--- config.mk ---
export PLATFORM = sky130hd
export DESIGN_NAME = store_buffer_flat
export DESIGN_NICKNAME = d
export VERILOG_FILES = /design/src/rtl/store_buffer_if.sv /design/src/rtl/store_buffer.sv /design/src/flat_wrapper.sv
export SDC_FILE = /design/constraint.sdc
export NUM_CORES = 1
export LEC_CHECK = 0
export BUFFER_PORTS_ARGS = -buffer_cell sky130_fd_sc_hd__buf_2
export CORE_UTILIZATION = 40
export DETAILED_ROUTE_END_ITERATION = 8
export GPL_ROUTABILITY_DRIVEN = 0
export PLACE_DENSITY = 0.6
export SETUP_SLACK_MARGIN = 0.05
export SYNTH_ARGS = -nofsm -noshare
export SYNTH_HDL_FRONTEND = slang
export SYNTH_SLANG_ARGS = --single-unit
--- constraint.sdc ---
create_clock -name clk -period 9.8 [get_ports clk]
set_input_delay 0.98 -clock clk [delete_from_list [all_inputs] [get_ports clk]]
set_output_delay 0.98 -clock clk [all_outputs]
set_load 0.05 [all_outputs]
--- src/rtl/store_buffer_if.sv ---
// Store-buffer bus: store request channel, load request channel, data-memory port and status.
// The pipeline side uses the master modport and the buffer uses the slave modport.
interface store_buffer_if #(
    parameter int DATA_WIDTH = 32,
    parameter int ADDR_WIDTH = 32
);
    logic                  st_valid;
    logic                  st_ready;
    logic [ADDR_WIDTH-1:0] st_addr;
    logic [DATA_WIDTH-1:0] st_data;
    logic [2:0]            st_funct3;
    logic                  st_err;

    logic                  ld_req;
    logic [ADDR_WIDTH-1:0] ld_addr;
    logic [2:0]            ld_funct3;
    logic                  ld_stall;

    logic                  mem_wr_en;
    logic [ADDR_WIDTH-1:0] mem_addr;
    logic [DATA_WIDTH-1:0] mem_wr_data;
    logic [2:0]            mem_funct3;

    logic                  empty;
    logic                  full;

    modport master (
        output st_valid, st_addr, st_data, st_funct3,
        output ld_req, ld_addr, ld_funct3,
        input  st_ready, st_err, ld_stall,
        input  mem_wr_en, mem_addr, mem_wr_data, mem_funct3,
        input  empty, full
    );

    modport slave (
        input  st_valid, st_addr, st_data, st_funct3,
        input  ld_req, ld_addr, ld_funct3,
        output st_ready, st_err, ld_stall,
        output mem_wr_en, mem_addr, mem_wr_data, mem_funct3,
        output empty, full
    );
endinterface

--- src/rtl/store_buffer.sv ---
// Posted-write FIFO draining SB/SH/SW into a shared data-memory port; loads to a pending word stall.
// Optional macro STORE_BUFFER_ALIGN_CHK_EN rejects misaligned SH/SW like an illegal funct3.
module store_buffer #(
    parameter int DATA_WIDTH = 32,
    parameter int ADDR_WIDTH = 32,
    parameter int DEPTH      = 4
) (
    input logic           clk,
    input logic           rst_n,
    store_buffer_if.slave bus
);
    localparam int PTR_W = $clog2(DEPTH);

    logic [ADDR_WIDTH-1:0] entry_addr   [DEPTH];
    logic [DATA_WIDTH-1:0] entry_data   [DEPTH];
    logic [2:0]            entry_funct3 [DEPTH];

    logic [PTR_W-1:0] rd_ptr;
    logic [PTR_W-1:0] wr_ptr;
    logic [PTR_W:0]   count;
    logic             err_q;

    logic             is_full;
    logic             accept;
    logic             legal;
    logic             push;
    logic             hit;
    logic             stall;
    logic             drain;
    logic [PTR_W-1:0] offset;

    assign is_full = (count == (PTR_W + 1)'(DEPTH));
    assign accept  = bus.st_valid && !is_full;
    assign push    = accept && legal;

    always_comb begin
        legal = (bus.st_funct3 == 3'b000) ||
                (bus.st_funct3 == 3'b001) ||
                (bus.st_funct3 == 3'b010);
`ifdef STORE_BUFFER_ALIGN_CHK_EN
        if (bus.st_funct3 == 3'b001 && bus.st_addr[0])
            legal = 1'b0;
        if (bus.st_funct3 == 3'b010 && bus.st_addr[1:0] != 2'b00)
            legal = 1'b0;
`endif
    end

    // Word-granular hazard check; an entry is live when its distance from rd_ptr is below count.
    always_comb begin
        hit    = 1'b0;
        offset = '0;
        for (int i = 0; i < DEPTH; i++) begin
            offset = PTR_W'(i) - rd_ptr;
            if ({1'b0, offset} < count &&
                entry_addr[i][ADDR_WIDTH-1:2] == bus.ld_addr[ADDR_WIDTH-1:2])
                hit = 1'b1;
        end
        if (push && bus.st_addr[ADDR_WIDTH-1:2] == bus.ld_addr[ADDR_WIDTH-1:2])
            hit = 1'b1;
    end

    // A stalled load gives up the port so the blocking store can drain.
    assign stall = bus.ld_req && hit;
    assign drain = (count != '0) && (!bus.ld_req || stall);

    assign bus.st_ready    = !is_full;
    assign bus.st_err      = err_q;
    assign bus.ld_stall    = stall;
    assign bus.empty       = (count == '0);
    assign bus.full        = is_full;
    assign bus.mem_wr_en   = drain;
    assign bus.mem_addr    = drain ? entry_addr[rd_ptr]   : bus.ld_addr;
    assign bus.mem_funct3  = drain ? entry_funct3[rd_ptr] : bus.ld_funct3;
    assign bus.mem_wr_data = drain ? entry_data[rd_ptr]   : '0;

    always_ff @(posedge clk or negedge rst_n) begin
        if (!rst_n) begin
            rd_ptr <= '0;
            wr_ptr <= '0;
            count  <= '0;
            err_q  <= 1'b0;
        end else begin
            if (push)
                wr_ptr <= wr_ptr + 1'b1;
            if (drain)
                rd_ptr <= rd_ptr + 1'b1;
            case ({push, drain})
                2'b10:   count <= count + 1'b1;
                2'b01:   count <= count - 1'b1;
                default: count <= count;
            endcase
            err_q <= accept && !legal;
        end
    end

    // Entry payload carries no reset; liveness is tracked purely by pointers and count.
    always_ff @(posedge clk) begin
        if (push) begin
            entry_addr[wr_ptr]   <= bus.st_addr;
            entry_data[wr_ptr]   <= bus.st_data;
            entry_funct3[wr_ptr] <= bus.st_funct3;
        end
    end

    a_count_range : assert property (@(posedge clk) disable iff (!rst_n)
        count <= (PTR_W + 1)'(DEPTH));
    a_no_push_full : assert property (@(posedge clk) disable iff (!rst_n)
        is_full |-> !push);
    a_drain_nonempty : assert property (@(posedge clk) disable iff (!rst_n)
        drain |-> (count != '0));
endmodule

--- src/flat_wrapper.sv ---
// flat-port wrapper written by rule: the top's interface ports become plain ports
module store_buffer_flat 
#(
    parameter int DATA_WIDTH = 32,
    parameter int ADDR_WIDTH = 32,
    parameter int DEPTH      = 4
)
  (clk, rst_n, bus_st_valid, bus_st_addr, bus_st_data, bus_st_funct3, bus_ld_req, bus_ld_addr, bus_ld_funct3, bus_st_ready, bus_st_err, bus_ld_stall, bus_mem_wr_en, bus_mem_addr, bus_mem_wr_data, bus_mem_funct3, bus_empty, bus_full);
  store_buffer_if #(.DATA_WIDTH(DATA_WIDTH), .ADDR_WIDTH(ADDR_WIDTH)) bus_i ();
  input logic clk;
  input logic rst_n;
  input wire logic [$bits(bus_i.st_valid)-1:0] bus_st_valid;
  input wire logic [$bits(bus_i.st_addr)-1:0] bus_st_addr;
  input wire logic [$bits(bus_i.st_data)-1:0] bus_st_data;
  input wire logic [$bits(bus_i.st_funct3)-1:0] bus_st_funct3;
  input wire logic [$bits(bus_i.ld_req)-1:0] bus_ld_req;
  input wire logic [$bits(bus_i.ld_addr)-1:0] bus_ld_addr;
  input wire logic [$bits(bus_i.ld_funct3)-1:0] bus_ld_funct3;
  output wire logic [$bits(bus_i.st_ready)-1:0] bus_st_ready;
  output wire logic [$bits(bus_i.st_err)-1:0] bus_st_err;
  output wire logic [$bits(bus_i.ld_stall)-1:0] bus_ld_stall;
  output wire logic [$bits(bus_i.mem_wr_en)-1:0] bus_mem_wr_en;
  output wire logic [$bits(bus_i.mem_addr)-1:0] bus_mem_addr;
  output wire logic [$bits(bus_i.mem_wr_data)-1:0] bus_mem_wr_data;
  output wire logic [$bits(bus_i.mem_funct3)-1:0] bus_mem_funct3;
  output wire logic [$bits(bus_i.empty)-1:0] bus_empty;
  output wire logic [$bits(bus_i.full)-1:0] bus_full;
  assign bus_i.st_valid = bus_st_valid;
  assign bus_i.st_addr = bus_st_addr;
  assign bus_i.st_data = bus_st_data;
  assign bus_i.st_funct3 = bus_st_funct3;
  assign bus_i.ld_req = bus_ld_req;
  assign bus_i.ld_addr = bus_ld_addr;
  assign bus_i.ld_funct3 = bus_ld_funct3;
  assign bus_st_ready = bus_i.st_ready;
  assign bus_st_err = bus_i.st_err;
  assign bus_ld_stall = bus_i.ld_stall;
  assign bus_mem_wr_en = bus_i.mem_wr_en;
  assign bus_mem_addr = bus_i.mem_addr;
  assign bus_mem_wr_data = bus_i.mem_wr_data;
  assign bus_mem_funct3 = bus_i.mem_funct3;
  assign bus_empty = bus_i.empty;
  assign bus_full = bus_i.full;
  store_buffer #(.DATA_WIDTH(DATA_WIDTH), .ADDR_WIDTH(ADDR_WIDTH), .DEPTH(DEPTH)) u_core (.clk(clk), .rst_n(rst_n), .bus(bus_i));
endmodule
==> flow_summary.json <==
{
  "hold_violations": 0,
  "postRouteWirelength_microns": 31000,
  "relSlewSlack_pct": 28.4,
  "syn-num-nets": 840,
  "die_w_microns": 180,
  "dieHeight_microns": 180,
  "dr_wl_met3_microns": 2030,
  "synth_edf_count": 268,
  "avgSynthCellArea_sq_um": 17.6,
  "r2r_cells": 16,
  "rows": 64,
  "drt_iter0_markers": 433,
  "status": "finished, final reports clean",
  "yosysTopAreaCell": "edfxtp_1",
  "cts_setup_buffers": 0,
  "cts_tree": "yes",
  "clock_latency_ns": 0.56,
  "setup_tns_ns": 0,
  "syn_inst": 724,
  "timing.rr.start": "u_core.rd_ptr[1]",
  "reg2reg_to": "u_core.count[2]",
  "ys_types": 31,
  "top_layer": "met5",
  "antenna_found_initial": 5,
  "rsz0062_at_grt": "no",
  "ir_worst_vdd_uv": 224,
  "overflow": 0,
  "tightest_slew_ns": 1.07,
  "ys_seq_area_share_pct": 64.9,
  "routed_via_density": 5.24,
  "power.density_nw_per_um2": 267,
  "yosys-top-cells-count": "edfxtp_1, xor2_1, mux4_2",
  "wl_met2_microns": 14600,
  "synth_top_area_share_pct": 63.3,
  "drc": 0,
  "synth_most_common_cell": "edfxtp_1",
  "coreArea_sq_um": 30900,
  "first_global_vias": 7218,
  "synth_ff_type": "edfxtp_1",
  "grtUsageTotal_pct": 19.0,
  "cts_resized": 0,
  "maxCapViolCount": 0,
  "vias": 6841,
  "io_pins": 179,
  "clock-root-buffer": "clkbuf_16",
  "die_area_sq_um": 32500,
  "critPathRequiredTime_ns": 8.82,
  "cp-end-kind": "primary output",
  "p_leak_nw": 5.18,
  "pre_cts_slack_ns": 3.94,
  "finalMaxSlewViolations": 0,
  "async_flop_share_pct": 2.90,
  "nNetsFinal": 1002,
  "fin_crit_ns": 6.26,
  "path_class": "register to primary output",
  "drt-met1-wl_microns": 13600,
  "drtAntennaViolNets": 0,
  "layout_setup_ws_ns": 3.54,
  "syn_area_sq_um": 12700,
  "cts_sinks": 276,
  "drive_gt1_share_pct": 36.0,
  "crit_fanout": 54,
  "synthTopCellsByArea": "edfxtp_1, mux4_2, xor2_1, xnor2_1, mux2_2",
  "fmax_mhz": 160,
  "timing.final.crit_share_pct": 63.9,
  "worst_clock_skew_ns": 0.0127,
  "dp_hpwl_microns": 20900,
  "hold_class": "primary input to asynchronous set/reset pin",
  "cts_hold_buffers": 0,
  "start_util_pct": 41.1,
  "rrSetupSlack_ns": 4.43,
  "cts_buffers": 30,
  "yosysWarnings": 0,
  "grt_start_max_net_pins": 55,
  "ys_ff_latch": 276,
  "area_growth_pct": 16.2,
  "cp.arrival_ns": 5.28,
  "path_clk_slew_ns": 0.06,
  "finalSetupViolations": 0,
  "worst_setup_path_start_kind": "register",
  "wl_per_cell_microns": 23.7,
  "htreeDepth": 1,
  "grt_pass1_wl_microns": 45900,
  "clockBufferDepth": 3,
  "portBuffers": 178,
  "drt_pre_antenna_iters": 4
}
## worst max-delay path by stage
| stage | endpoint | from | cells after the start |
|---|---|---|---|
| final | bus_mem_addr[19] | u_core.rd_ptr[1] | 12 |
| after detailed placement | bus_mem_addr[19] | u_core.rd_ptr[1] | 12 |
| after global routing | bus_mem_addr[19] | u_core.rd_ptr[1] | 12 |
| after floorplan | bus_ld_stall | bus_ld_addr[20] | 7 |
| after CTS | bus_mem_addr[19] | u_core.rd_ptr[1] | 12 |
| after global placement | bus_mem_addr[19] | bus_ld_addr[8] | 10 |
## final cells by class
cell class,instances,area (sq um)
antenna,1,2.50
clock buffer,38,781
clock inverter,16,133
fill,2729,16100
inverter,15,56.3
multi-input combinational,378,4110
sequential,276,8260
tap,396,495
timing repair buffer,185,943
## cells in the final DEF (no fill, tap or decap), types with 2 or more instances in the layout
master	synthesis	layout
mux2_1	5	5
inv_1	15	15
o2111ai_1	4	4
mux4_2	67	67
a2111oi_0	3	3
nor2_1	3	3
and2_4	0	4
bufinv_16	0	2
edfxtp_1	268	268
nor3_1	6	6
o21ai_0	2	2
dfrtp_1	8	6
nor4_1	26	26
a21oi_1	4	4
mux2_2	30	30
xor2_1	113	113
nand4_1	11	11
ha_1	9	9
clkbuf_16	0	30
buf_4	4	7
clkinv_1	0	9
clkbuf_1	22	8
nand3_1	5	5
xnor2_1	44	44
clkinv_2	0	3
dfrtp_4	0	2
nand2_1	3	3
buf_2	20	178
and2_1	36	32
## registers in the layout (all words and copies together), names as in the netlist
name,cells
u_core.bus.st_err,1
u_core.count,3
u_core.entry_addr,128
u_core.entry_data,128
u_core.entry_funct3,12
u_core.rd_ptr,2
u_core.wr_ptr,2
## critical path, cell delays in order, from the launching register on
cell and delay (ns):
dfrtp_4 0.61, buf_4 0.75, xnor2_1 0.22, inv_1 0.07, ha_1 0.18, inv_1 0.05
o2111ai_1 0.09, a2111oi_0 0.52, nor3_2 0.15, a31oi_4 0.88, buf_4 0.55, mux2_2 0.39
buf_2 0.21
## layer usage
layer  vias to the layer above  GRT usage, %
met4                         8          5.03
met2                       222          30.7
li1                       3104             -
met1                      3455          25.6
met3                        52          4.73
met5                         -             0
## through the flow
step	area [sq um]	cells	hold WS (ns)	total power, W	utilization (%)
2_1_floorplan	12700	724	0.472	0.00259	-
3_3_place_gp	13900	1250	0.490	0.00294	44.8
3_5_place_dp	13900	1250	0.543	0.00294	44.8
4_1_cts	14800	1304	0.270	0.00399	47.8
5_1_grt	14800	1304	0.280	0.00410	47.8
6_report	14800	1305	0.284	0.00395	47.8
## report_power, final
part	leakage (nW)	switching [W]	internal, W
registers	2.52	0.0000891	0.00141
logic	2.22	0.000885	0.000506
clock network	0.440	0.000444	0.000611
total	5.18	0.00142	0.00253
## cells by family after synthesis
kind of cell | synth area share [%]
muxes | 15.0
buffers and inverters | 2.91
xor gates and xnor gates | 10.8
AOI/OAI and AO/OA | 1.07
adders and majority gates | 1.04
and+or+nand+nor | 4.33
DFF | 64.9
(Power assumes the default switching activity.)
